**src/rtl/mul_seq_sgn.sv**
```systemverilog
// Multi-cycle signed Baugh-Wooley multiplier: summing RowsPerCycle partial-product rows per cycle into one accumulator.
// Optional build macro MUL_SEQ_SGN_ZERO_SKIP_EN: a zero operand goes straight to DONE and skips BUSY.
module mul_seq_sgn #(
    parameter int unsigned widthX       = 8,
    parameter int unsigned widthY       = 8,
    parameter int unsigned RowsPerCycle = 2
) (
    input  logic                       clk_i,
    input  logic                       rst_ni,
    input  logic                       in_valid_i,
    output logic                       in_ready_o,
    input  logic [widthX-1:0]          X_i,
    input  logic [widthY-1:0]          Y_i,
    output logic                       out_valid_o,
    input  logic                       out_ready_i,
    output logic [widthX+widthY-1:0]   P_o,
    output logic                       busy_o
);

    localparam int unsigned WidthP  = widthX + widthY;
    localparam int unsigned NumRows = widthX + 2;
    localparam int unsigned CntW    = $clog2(NumRows + RowsPerCycle + 1);

    typedef enum logic [1:0] {
        IDLE = 2'd0,
        BUSY = 2'd1,
        DONE = 2'd2
    } state_e;

    state_e              state_q, state_d;
    logic [widthX-1:0]   xr_q, xr_d;
    logic [widthY-1:0]   yr_q, yr_d;
    logic [WidthP-1:0]   acc_q, acc_d;
    logic [CntW-1:0]     cnt_q, cnt_d;
    logic                in_ready_q, in_ready_d;
    logic                out_valid_q, out_valid_d;
    logic                busy_q, busy_d;

    // One Baugh-Wooley row; indices outside 0..widthX+1 yield zero.
    function automatic logic [WidthP-1:0] pp_row(input int unsigned j,
                                                 input logic [widthX-1:0] x,
                                                 input logic [widthY-1:0] y);
        logic [WidthP-1:0] row;
        logic [widthX-1:0] xs;
        logic [widthY-1:0] base;
        row  = '0;
        xs   = x >> j;
        base = '0;
        if (j < widthX - 1) begin
            base = {~xs[0] & y[widthY-1], {(widthY-1){xs[0]}} & y[widthY-2:0]};
            row  = WidthP'(base) << j;
        end else if (j == widthX - 1) begin
            base = {x[widthX-1] & y[widthY-1], {(widthY-1){x[widthX-1]}} & ~y[widthY-2:0]};
            row  = WidthP'(base) << j;
        end else if (j == widthX) begin
            row[WidthP-2] = ~x[widthX-1];
            row[widthX-1] = x[widthX-1];
        end else if (j == widthX + 1) begin
            row[WidthP-1] = 1'b1;
            row[WidthP-2] = ~y[widthY-1];
            row[widthY-1] = y[widthY-1];
        end
        return row;
    endfunction

    // Next-state, datapath and registered-output decode.
    always_comb begin
        state_d  = state_q;
        xr_d     = xr_q;
        yr_d     = yr_q;
        acc_d    = acc_q;
        cnt_d    = cnt_q;
        case (state_q)
            IDLE: begin
                if (in_valid_i) begin
                    xr_d    = X_i;
                    yr_d    = Y_i;
                    acc_d   = '0;
                    cnt_d   = '0;
                    state_d = BUSY;
`ifdef MUL_SEQ_SGN_ZERO_SKIP_EN
                    if (X_i == '0 || Y_i == '0) begin
                        state_d = DONE;
                    end
`endif
                end
            end
            BUSY: begin
                for (int unsigned r = 0; r < RowsPerCycle; r++) begin
                    acc_d = acc_d + pp_row(32'(cnt_q) + r, xr_q, yr_q);
                end
                cnt_d = cnt_q + CntW'(RowsPerCycle);
                if (32'(cnt_q) + RowsPerCycle >= NumRows) begin
                    state_d = DONE;
                end
            end
            DONE: begin
                if (out_ready_i) begin
                    state_d = IDLE;
                end
            end
            default: state_d = IDLE;
        endcase
        in_ready_d  = (state_d == IDLE);
        out_valid_d = (state_d == DONE);
        busy_d      = (state_d == BUSY) || (state_d == DONE);
    end

    always_ff @(posedge clk_i) begin
        if (!rst_ni) begin
            state_q     <= IDLE;
            xr_q        <= '0;
            yr_q        <= '0;
            acc_q       <= '0;
            cnt_q       <= '0;
            in_ready_q  <= 1'b1;
            out_valid_q <= 1'b0;
            busy_q      <= 1'b0;
        end else begin
            state_q     <= state_d;
            xr_q        <= xr_d;
            yr_q        <= yr_d;
            acc_q       <= acc_d;
            cnt_q       <= cnt_d;
            in_ready_q  <= in_ready_d;
            out_valid_q <= out_valid_d;
            busy_q      <= busy_d;
        end
    end

    assign in_ready_o  = in_ready_q;
    assign out_valid_o = out_valid_q;
    assign busy_o      = busy_q;
    assign P_o         = acc_q;

endmodule
```
**config.mk**
```make
export PLATFORM = sky130hd
export DESIGN_NAME = mul_seq_sgn
export DESIGN_NICKNAME = d
export VERILOG_FILES = /design/src/rtl/mul_seq_sgn.sv
export SDC_FILE = /design/constraint.sdc
export NUM_CORES = 1
export LEC_CHECK = 0
export CORE_MARGIN = 2
export CORE_UTILIZATION = 57
export CTS_CLUSTER_SIZE = 14
export DETAILED_ROUTE_END_ITERATION = 12
export GPL_ROUTABILITY_DRIVEN = 0
export PLACE_DENSITY_LB_ADDON = 0.15
export SLEW_MARGIN = 15
export SYNTH_ARGS = -nofsm -noshare
export SYNTH_HDL_FRONTEND = slang
export SYNTH_SLANG_ARGS = --single-unit
```
**constraint.sdc**
```tcl
create_clock -name clk_i -period 4.55 [get_ports clk_i]
set_clock_uncertainty 0.15 [all_clocks]
set_input_delay 0.91 -clock clk_i [delete_from_list [all_inputs] [get_ports clk_i]]
set_output_delay 0.91 -clock clk_i [all_outputs]
set_load 0.02 [all_outputs]
```
; After elaboration in Yosys (flattened, before gate mapping)
; Cells that the tools add are included.
[totals]
reg_bits = 41
input_bits = 20
out_inout_bits = 19
word_cells = 80
[classes]
add_sub_neg = 5
order_cmp = 3
eq_ne = 11
n_shift = 6
mux = 30
n_bitwise = 11
n_reduce_logical = 6
[ops]
columns = operator, n
row1 = $mux 16, 5
row2 = $add 16x16->16, 2
row3 = $pmux 16 s2, 1
row4 = $shl 8x4->16, 2
row5 = $shl 8x5->16, 2
row6 = $and 7x7->7, 3
row7 = $mux 2, 7
row8 = $mux 7, 2
row9 = $mux 6, 2
row10 = $eq 5x4->1 const B, 2
row11 = $mux 1, 10
row12 = $eq 4x4->1 const B, 2
row13 = $pmux 4 s2, 1
row14 = $shr 8x4->1, 1
row15 = $shr 8x5->1, 1
row16 = $not 7->7, 1
row17 = $pmux 2 s3, 1
row18 = $add 4x1->5 const B, 1
row19 = $add 4x2->5 const B, 1
row20 = $eq 5x3->1 const B, 1
row21 = $ge 5x4->1 const B, 1
row22 = $lt 5x3->1 const B, 1
row23 = $add 4x2->4 const B, 1
row24 = $eq 2x1->1 const B, 2
row25 = other kinds (11), 19

; Longest topological paths before layout
[depth]
depth_word = 9
mapped_depth = 17

; Worst setup path after synthesis
; No wires, ideal clock.
[synth_path]
path_kind = register -> register
from = reg cnt_q[1]
to = reg acc_q[12] (netlist: P_o[12])
setup_time_ns = 0.122
arrival_ns = 3.635
required_time_ns = 4.278
setup_slack_ns = 0.643
path_stages_with_launch = 17
n_path_buf = 1
path_cell_list = dfxtp_1 -> mux4_2 -> nor2b_4 -> buf_6 -> mux2i_1 -> nor2_1 -> a211oi_1 -> a21oi_1 -> fa_1 -> inv_1 -> ha_1 -> a21o_1 -> a21o_1 -> a21oi_1 -> a21o_1 -> a21oi_1 -> o311a_1
[synth_between]
elab_chain_len = 9
elab_cells_between_ends = 38
[synth_lines]
columns = item, line
row1 = start: declaration, 34  ; logic [CntW-1:0] cnt_q, cnt_d;
row2 = start signal: assignment, 124  ; cnt_q <= cnt_d;
row3 = $shr 8x4->1 (tied with other cells), 47  ; xs = x >> j;
row4 = $not 1->1 (tied with other cells), 50  ; base = {~xs[0] & y[widthY-1], {(widthY-1){xs[0]}} & y[widthY-2:0]};
row5 = $and 1x1->1 (tied with other cells), 50
row6 = $shl 8x4->16 (tied with other cells), 51  ; row = WidthP'(base) << j;
row7 = $mux 16 (tied with other cells), 49  ; if (j < widthX - 1) begin
row8 = $mux 16 (on tied branches), "73, 49"
row9 = $add 16x16->16 / $mux 16 (equally long branches), "90, 73"
row10 = $add 16x16->16 (*), 90  ; acc_d = acc_d + pp_row(32'(cnt_q) + r, xr_q, yr_q);
row11 = $pmux 16 s2 (*), 73  ; case (state_q)
row12 = end signal: assignment, 114  ; acc_q <= '0;
row13 = end signal: assignment, 123  ; acc_q <= acc_d;
row14 = end: declaration, 33  ; logic [WidthP-1:0] acc_q, acc_d;
; Mark *: on every way between the ends. The rest lies on a longest branch, timed or not. The select of a mux whose other input is x is not followed.
; A chain may end at the register's enable or synchronous reset.

; Worst setup path after layout
[layout_path]
from = reg cnt_q[1]
to = reg acc_q[9] (netlist: P_o[9])
; The elaborated chain is that of the path after synthesis.

==> impl_metrics.toml <==
[outcome]
status = "completed"

[yosys]
netlist.area_leader.share_pct = 24.3
ys_async_sr_fraction_pct = 0
synth_xor_area_share_pct = 2.93
synth_cells = 422
yosys-mux-area-fraction_pct = 4.87
synthesis.nets = 476
synth_warnings = 0
avgSynthCellArea_um2 = 7.80
synth_compound_area_share_pct = 19.8
synth_top_family_by_area = "simple AND/OR/NAND/NOR gates"
syn_area_um2 = 3290
synth-simple-area-share_pct = 22.9
synthAdderAreaFrac_pct = 16.6
ys_seq_area_share_pct = 24.3
synth_edf_count = 0
ys_ff_latch = 40
synth.largest_area_cell = "dfxtp_1"
synth_ff_type = "dfxtp_1"
synth_cell_types = 51
synth_area_leaders = "dfxtp_1 (24%), fa_1 (9.7%), nand2_1 (7.8%), ha_1 (6.8%), inv_1 (5.5%)"

[critical_path]
critPathKind = "register to register"
slowest_stage = "fa_1"
worstPathRequired_ps = 4590
reg2reg_to = "P_o[9]"
slowest_delay_ps = 490
cp-start-kind = "register"
r2r_cells = 14
reg2reg_from = "cnt_q[1]"
critPathLaunch = "cnt_q[1]"
worstSetupEndpointType = "register"
crit_fanout = 9
path_cells = "ha_1 -> nor3_1 -> and2_1 -> nand3b_1 -> fa_1 -> inv_1 -> ha_1 -> fa_1 -> a21oi_1 -> o211ai_1 -> a21o_1 -> a21oi_1 -> xor2_1 -> o21ai_0"
ff2ff_setup_slack_ps = 280
worstPathArrival_ps = 4300

[floorplan]
start_util_pct = 59.4
die_w_um = 80.0
dieArea_um2 = 6400
ios = 39
die_y_um = 80.0
placementRows = 27
core_um2 = 5540

[route]
wire_per_inst_um = 14.4
vias = 2986
first_pass_iters = 4
ant_nets = 0
drtIter0Drc = 215
drc_errors = 0
routed_wirelength_um = 7550
via_per_inst = 5.70

[power]
worst_ir_drop_vdd_v = 0.000172
cellPowerDensity_nw_per_um2 = 208
p_total_uw = 793
leakage_nw = 1.59

[global_route]
antenna_found_initial = 0
grt_usage_pct = 25.7
grt_pass1_wl_um = 12900
grt_pass1_vias = 2795
overflow = 0
grt_max_degree = 37

[clock_network]
cts_resized = 0
clock-sinks = 40
hold_buffers = 0
cts_made_buffers = 5
cts_max_level = 2
cts_tree = "yes"
clock_path_buffers = 2
clk_pin_slew_worst_paths_ps = 80
cts-root-buf = "clkbuf_8"
clock_latency_ps = 310
cts_setup_buffers = 0

[timing]
tns_ps = 0
hold_viol_final = 0
tightest_slew_ps = 572
final-setup-viol-count = 0
fmax_mhz = 234
finalCriticalPeriod_ps = 4270
fin_crit_sh_pct = 93.8
drv_slew = 0
rsz0062_at_grt = "no"
slew_headroom_pct = 61.8

[cells_and_area]
nNetsFinal = 505
stdcell_count = 524
num_antenna_cells = 0
final_common_cell = "nand2_1"
layout_common_cells = "nand2_1 (68), inv_1 (48), dfxtp_1 (40)"
final_layout_size_suffix_gt1_share_pct = 5.31
area_growth_pct = 15.7

[placed_design]
port_buffers = 38
place_hpwl_um = 5770
place_inst = 516

[worst_hold_path]
hold_path.class = "register to register"
whs_endpoint = "P_o[13]"
min_from = "P_o[13]"
hold_path_depth = 2

[job]
drv_cap = 0
per-layer routing:
layer / up-vias / track usage, % / share of wire, %
li1: 1480 / - / -
met5: - / 0 / 0
met3: 21 / 4.75 / 6.3
met4: 0 / 10.0 / 2.7
met1: 1385 / 34.5 / 46
met2: 100 / 40.9 / 45
flip-flops by register name, indices dropped and copies added (netlist names):
register and count:
in_ready_o 1, P_o 16, xr_q 8, busy_o 1, state_q 2, yr_q 8
out_valid_o 1, cnt_q 3
layout make-up:
type | instances | area, um^2
Timing Repair Buffer | 44 | 425
Clock inverter | 2 | 15.0
Multi-Input combinational cell | 312 | 2210
Fill cell | 504 | 1730
Sequential cell | 40 | 801
Tap cell | 72 | 90.1
Clock buffer | 6 | 82.6
Inverter | 48 | 180
per-stage QoR:
stage	hold slack, ps	instance area [um^2]	setup slack, ps	utilization [%]
2_1_floorplan	290	3290	643	-
3_3_place_gp	303	3710	483	67.0
3_5_place_dp	313	3710	340	67.0
4_1_cts	327	3810	328	68.7
5_1_grt	339	3810	35.6	68.7
6_report	321	3810	283	68.7
worst max-delay path, delay by kind of cell, from the launching register on:
| family | cells | cell delay, ps |
|---|---|---|
| AOI/OAI and AO/OA | 5 | 1000 |
| xor gates and xnor gates | 1 | 180 |
| adders and majority gates | 4 | 1510 |
| buffers and inverters | 1 | 40 |
| DFF | 1 | 410 |
| and+or+nand+nor | 3 | 860 |
worst max-delay path by stage:
stage                   end
finish               P_o[9]
global route        P_o[12]
CTS                  P_o[9]
detailed placement   P_o[9]
global placement    P_o[12]
floorplan           P_o[12]
synth_stat cells, drive strengths merged (6+ instances only):
library cell / count
fa: 16
nor3: 6
mux2i: 7
nand2: 68
nor2: 14
dfxtp: 40
and2: 13
clkbuf: 17
nand2b: 7
inv: 48
nand3: 19
ha: 18
o21ai: 22
xor2: 8
a21o: 8
nor2b: 9
a21oi: 18
a21boi: 22
power by group:
group          internal, mW  total [mW]  switching, mW
Clock                 0.123       0.265          0.142
Combinational        0.0641       0.146         0.0817
Sequential            0.364       0.383         0.0185
Total                 0.551       0.793          0.242
cell families (layout without fill, tap and decap cells):
logic type,after synthesis,in the layout
fa+ha+maj,34,34
compound gates,99,99
buf+inv,70,100
other cells,1,1
flops,40,40
mux,13,13
xor+xnor,11,11
simple gates,154,154
Power figures use the tool's default switching activity.
